$ cat config.mk
export PLATFORM = sky130hd
export DESIGN_NAME = mem_arbiter
export DESIGN_NICKNAME = d
export VERILOG_FILES = /design/src/rtl/mem_arbiter_pkg.sv /design/src/rtl/mem_arbiter.sv
export SDC_FILE = /design/constraint.sdc
export NUM_CORES = 1
export LEC_CHECK = 0
export ABC_AREA = 1
export CAP_MARGIN = 20
export CORE_AREA = 3 3 543 545
export CTS_BUF_LIST = sky130_fd_sc_hd__clkbuf_2
export DETAILED_ROUTE_END_ITERATION = 8
export DIE_AREA = 0 0 546 548
export REMOVE_ABC_BUFFERS = 1
export SYNTH_ARGS = -nofsm -noshare
export SYNTH_HDL_FRONTEND = slang
export SYNTH_SLANG_ARGS = --single-unit
$ cat constraint.sdc
create_clock -name clk -period 1.5 [get_ports clk]
set_input_delay 0.15 -clock clk [delete_from_list [all_inputs] [get_ports clk]]
set_output_delay 0.15 -clock clk [all_outputs]
set_load 0.01 [all_outputs]
$ cat src/rtl/mem_arbiter_pkg.sv
// Shared types for the memory arbiter: FSM state encoding and client identifiers.
package mem_arbiter_pkg;

  typedef enum logic [1:0] {
    IDLE   = 2'd0,
    I_BUSY = 2'd1,
    D_BUSY = 2'd2,
    DONE   = 2'd3
  } arb_state_t;

  typedef enum logic {
    ARB_I = 1'b0,
    ARB_D = 1'b1
  } arb_client_t;

  localparam int unsigned ADDR_W = 32;
  localparam int unsigned LINE_W = 256;

endpackage

$ cat src/rtl/mem_arbiter.sv
// mem_arbiter: shares one cacheline_adaptor port between the I-cache and D-cache.
// One line transaction at a time, followed by a mandatory idle (DONE) cycle.
// Optional build macro MEM_ARB_ROUND_ROBIN_EN: ties go to the client not granted
// last; without it the D-cache always wins a tie.
module mem_arbiter
  import mem_arbiter_pkg::*;
(
  input  logic              clk,
  input  logic              rst,
  input  logic [ADDR_W-1:0] i_address,
  input  logic              i_read,
  output logic [LINE_W-1:0] i_rdata,
  output logic              i_resp,
  input  logic [ADDR_W-1:0] d_address,
  input  logic              d_read,
  input  logic              d_write,
  input  logic [LINE_W-1:0] d_wdata,
  output logic [LINE_W-1:0] d_rdata,
  output logic              d_resp,
  output logic [ADDR_W-1:0] pmem_address,
  output logic              pmem_read,
  output logic              pmem_write,
  output logic [LINE_W-1:0] pmem_wdata,
  input  logic [LINE_W-1:0] pmem_rdata,
  input  logic              pmem_resp
);

  arb_state_t state_q, state_d;
  logic       d_req;

  assign d_req = d_read | d_write;

  // Read data goes to both clients unconditionally; only *_resp qualifies it.
  assign i_rdata = pmem_rdata;
  assign d_rdata = pmem_rdata;

`ifdef MEM_ARB_ROUND_ROBIN_EN
  arb_client_t last_grant_q, last_grant_d;

  // State and last-grant registers; reset drops any in-flight transaction.
  always_ff @(posedge clk) begin
    if (rst) begin
      state_q      <= IDLE;
      last_grant_q <= ARB_I;
    end else begin
      state_q      <= state_d;
      last_grant_q <= last_grant_d;
    end
  end

  // Next-state: round-robin tie-break, last grant recorded on every BUSY entry.
  always_comb begin
    state_d      = state_q;
    last_grant_d = last_grant_q;
    case (state_q)
      IDLE: begin
        if (d_req && i_read) begin
          if (last_grant_q == ARB_I) begin
            state_d      = D_BUSY;
            last_grant_d = ARB_D;
          end else begin
            state_d      = I_BUSY;
            last_grant_d = ARB_I;
          end
        end else if (d_req) begin
          state_d      = D_BUSY;
          last_grant_d = ARB_D;
        end else if (i_read) begin
          state_d      = I_BUSY;
          last_grant_d = ARB_I;
        end
      end
      I_BUSY:  if (pmem_resp) state_d = DONE;
      D_BUSY:  if (pmem_resp) state_d = DONE;
      DONE:    state_d = IDLE;
      default: state_d = IDLE;
    endcase
  end
`else
  // State register; reset drops any in-flight transaction.
  always_ff @(posedge clk) begin
    if (rst) state_q <= IDLE;
    else     state_q <= state_d;
  end

  // Next-state: fixed priority, D-cache wins every tie.
  always_comb begin
    state_d = state_q;
    case (state_q)
      IDLE: begin
        if (d_req)       state_d = D_BUSY;
        else if (i_read) state_d = I_BUSY;
      end
      I_BUSY:  if (pmem_resp) state_d = DONE;
      D_BUSY:  if (pmem_resp) state_d = DONE;
      DONE:    state_d = IDLE;
      default: state_d = IDLE;
    endcase
  end
`endif

  // Port steering: strobes come from the registered state; IDLE/DONE drive all zeros.
  always_comb begin
    pmem_read    = 1'b0;
    pmem_write   = 1'b0;
    pmem_address = '0;
    pmem_wdata   = '0;
    i_resp       = 1'b0;
    d_resp       = 1'b0;
    case (state_q)
      I_BUSY: begin
        pmem_read    = 1'b1;
        pmem_address = i_address;
        i_resp       = pmem_resp;
      end
      D_BUSY: begin
        pmem_read    = d_read;
        pmem_write   = d_write;
        pmem_address = d_address;
        pmem_wdata   = d_wdata;
        d_resp       = pmem_resp;
      end
      default: ;
    endcase
  end

`ifndef SYNTHESIS
  // The D-cache never asks for a fill and a write-back at once.
  a_no_d_read_write: assert property (@(posedge clk) disable iff (rst) !(d_read && d_write))
    else $error("mem_arbiter: d_read and d_write asserted together");
`endif

endmodule

* After elaboration in Yosys (flattened, before gate mapping) *
Cells that the tools add are included.
W data, S select, Z words.

storage, ports and cells
  bits in registers = 2
  latch bits = 0
  RAM bits = 0
  memory bits (read-only) = 0
  bits of input ports = 582
  output and inout bits = 804
  word-level logic and storage cells = 20
  memories = 0

operators by class
  add/sub/neg operators = 0
  multiply operators = 0
  div/mod/pow operators = 0
  $lt $le $gt $ge = 0
  eq/ne operators = 5
  shift-type cells = 0
  multiplexer cells = 10
  bitwise gates (word level) = 1
  reductions and logical operators = 3

operators by type and width
  cell                  number
  $mux W256             1
  $pmux W32 S2          1
  $mux W2               3
  $pmux W2 S3           1
  $eq A2 B2 Y1 const B  2
  $mux W1               3
  $ne A3 B3 Y1 const B  1
  $eq A2 B1 Y1 const B  1
  $logic_not A2 Y1      1
  $ne A2 B1 Y1 const B  1
  $pmux W1 S2           1
  $reduce_and A2 Y1     1
  $reduce_or A2 Y1      1
  $or A1 B1 Y1          1

* Logic depth before layout (Yosys ltp) *
  word-level depth = 4
  depth in mapped cells = 7
  mapped depth without buffers = 7

* Worst setup path after synthesis *
Ideal clock, no wire load.

  kind = reg2out
  from = register state_q[1]
  to = output pmem_address[0]
  arrival time = 1.251 ns
  slack = 0.099 ns
  cell stages (with the launch flop) = 6
  buffers on the path = 1
  cell sequence = dfxtp_1 inv_1 ha_1 clkinv_1 clkbuf_1 a21oi_1

between the ends
  cells in the longest elaborated chain, start to end = 2
  elaborated cells between the ends (all ways) = 3
  classes of those cells = 2 x eq/ne; 1 x mux

RTL lines
  what                                          RTL line            RTL
  start: declaration                            mem_arbiter.sv:28   arb_state_t state_q, state_d;
  start signal: assignment                      mem_arbiter.sv:83   else state_q <= state_d;
  $eq A2 B2 Y1 or $eq A2 B1 Y1 (tied branches)  mem_arbiter.sv:110  case (state_q)
  $pmux W32 S2 *                                mem_arbiter.sv:110
  end: declaration                              mem_arbiter.sv:20   output logic [ADDR_W-1:0] pmem_address,

Every way passes the cells marked *; elsewhere a longest branch is shown, timed or not.

* Worst setup path in the final report *
  from = register state_q[0]
  to = output pmem_wdata[12]

between the ends
  cells in the longest elaborated chain, start to end = 2

RTL lines
  what              RTL line            RTL
  $eq A2 B2 Y1      mem_arbiter.sv:110
  $mux W256         mem_arbiter.sv:110
  end: declaration  mem_arbiter.sv:23   output logic [LINE_W-1:0] pmem_wdata,

No other way between the ends.

==> results.tsv <==
metric	value	unit
Die X-Extent	546	um
Design Power	28100	uW
Final min period	1900	ps
vias per cell	2.11	
count of final setup violators	291	
worst clock skew	5.74	ps
CTS root buf	clkbuf_2	
fin nets	1952	
initial antenna violation count	236	
Max-cap violations	0	
synth unique cells	11	
Final Hold Viols	0	
Min-Delay Path Class	primary input to output pin	
Tcrit/Tclk final	126	%
H-tree Lvls	1	
Synth area leaders	buf_4, nand2_1, inv_1, buf_2, a21oi_1	
biggest regs	state_q x2	
antenna-violating nets left	0	
TritonCTS buffer count	3	
via count	11100	
clock slew at reported path FFs	30	ps
peak supply drop	0.615	mV
Port Buffers	617	
final RePlAce weighted congestion	0.934	
Yosys top cell by area	buf_4	
Syn Area/Cell	5.50	um2
GRT overflow	0	
TritonCTS clock tree	done	
Cells after Synth	1192	
Layout area overhead	193	%
Sink Count	2	
Worst Tran Pin Value	389	ps
commonest non-fill, non-tap cell in the layout	clkdlybuf4s50_1	
largest net degree at the start of global routing	23	
final cell count without fillers	5270	
IO Pins	1386	
Setup WS post-layout	-396	ps
Internal	13600	uW
Biggest register	state_q	
DRT iter0 DRCs	1166	
Area after DPL	16800	um2
sequential-to-total area share from yosys stat	0.611	%
drt drc	0	
worst skew pair latency	200	ps
footprint of the multi-input gates	2680	um2
Seq. cell area	42.5	um2
Final HPWL DP	317000	um
Yosys top cell area share	58.8	%
Slew HR	74.0	%
CP Launch Type	flip-flop	
Worst Path Arrival	1750	ps
Worst setup EP type	output pin	
Largest register FFs	2	
vias in the first global route	8488	
drt first pass iters	6	
Req. time, crit path	1350	ps
die area	299000	um2
Net Sw Power	14500	uW
sequential share of power	0.4	%
core box area	291000	um2
total wire length	344000	um
Final Max Tran Viols	0	
failing checks	negative setup slack	
Final Core Density	6.61	%
initial core utilization	2.25	%
share of cells above drive strength 1	59.2	%
CP Class	flip-flop to output pin	
Routed WL per cell	65.2	um
RSZ-0062 raised after global routing	true	
hold slack	305	ps
dpl cells	5205	
Global Route Usage Sum	22.0	%
status	finished with violations	
Die Height	548	um
row count	198	
Clk pwr share	0.3	%
most frequent cells in the layout	clkdlybuf4s50_1, buf_12, nand2_1	
fmax	0.528	GHz
sw frac	51.6	%
Comb pwr share	99.3	%
clk buf depth	2	
fin area	19200	um2
LEAKAGE	0.00774	uW
synthesized area	6550	um2
first-pass GRT wire length	365000	um
PwrDens	1460	nW/um2
largest fanout on the critical path	9	
fillers	34000	
synth warn	0	
post-synthesis register bit count	2	
==> area by class of cell <==
| type | instances | area share (%) |
|---|---|---|
| Timing Repair Buffer | 721 | 54.3 |
| Inverter | 266 | 6.00 |
| Clock buffer | 3 | 0.0782 |
| Sequential cell | 2 | 0.221 |
| Tap cell | 3900 | 25.4 |
| Antenna cell | 5 | 0.0651 |
| Multi-Input combinational cell | 373 | 13.9 |
==> metrics by stage <==
step	TNS (ps)	worst slack [ps]
floorplan	-1200360	-4410
global placement	-61780	-407
detailed placement	-68120	-450
CTS	-101820	-460
global route	-119170	-482
finish	-93800	-396
==> final timing paths <==
path / start / to / slack, ps / depth (start not counted)
setup / recovery: state_q[0] / pmem_wdata[12] / -400 / 10
hold / removal: pmem_rdata[112] / i_rdata[112] / 300 / 0
setup reg to reg: state_q[0] / state_q[1] / 230 / 7
hold reg to reg: state_q[0] / state_q[0] / 620 / 3
==> metal layers <==
layer,GRT usage (%),vias to the layer above,share of wire (%)
met5,18.0,-,2.2
met4,7.70,44,5.3
met3,33.5,602,32
met2,32.7,2801,41
met1,12.2,4516,20
li1,-,3164,-
==> worst max-delay path: stages, from the launching register on <==
cell and delay, ps:
dfxtp_2 310, inv_2 90, buf_6 110, ha_4 150
buf_12 170, buf_16 170, buf_6 120, buf_16 150
nand2_4 60, inv_2 70, buf_12 90
==> repair_timing <==
action                                  4_1_cts  5_1_grt
hold buffers                                  0        0
gates cloned                                 12       11
gates resized for setup                     321      434
pin swaps                                    20       23
endpoints found under the setup margin      292      292
buffers inserted                             25       21
==> logic make-up (layout without fill, tap and decap cells) <==
logic type | count (synthesis) | after routing | synth area share [%]
compound gates | 35 | 35 | 2.67
fa+ha+maj | 3 | 3 | 0.573
buf+inv | 817 | 990 | 76.9
flops | 2 | 2 | 0.611
other cells | 0 | 5 | 0
simple gates | 335 | 335 | 19.3
==> cells in the mapped netlist, drive strengths merged <==
library cell / count
ha: 3
buf: 549
dfxtp: 2
clkbuf: 2
nand3: 3
a21oi: 35
clkinv: 1
nor2: 2
inv: 265
nand2: 330
==> power by group through the flow <==
stage          sequential, uW  combinational [uW]  clock [uW]
5_1_grt                   104               29700         103
2_1_floorplan            93.1                2170           0
3_5_place_dp             94.3               21700           0
4_1_cts                   101               24900        92.1
6_report                  102               27900        86.3
3_3_place_gp             95.1               21600           0
(Power assumes the default switching activity.)
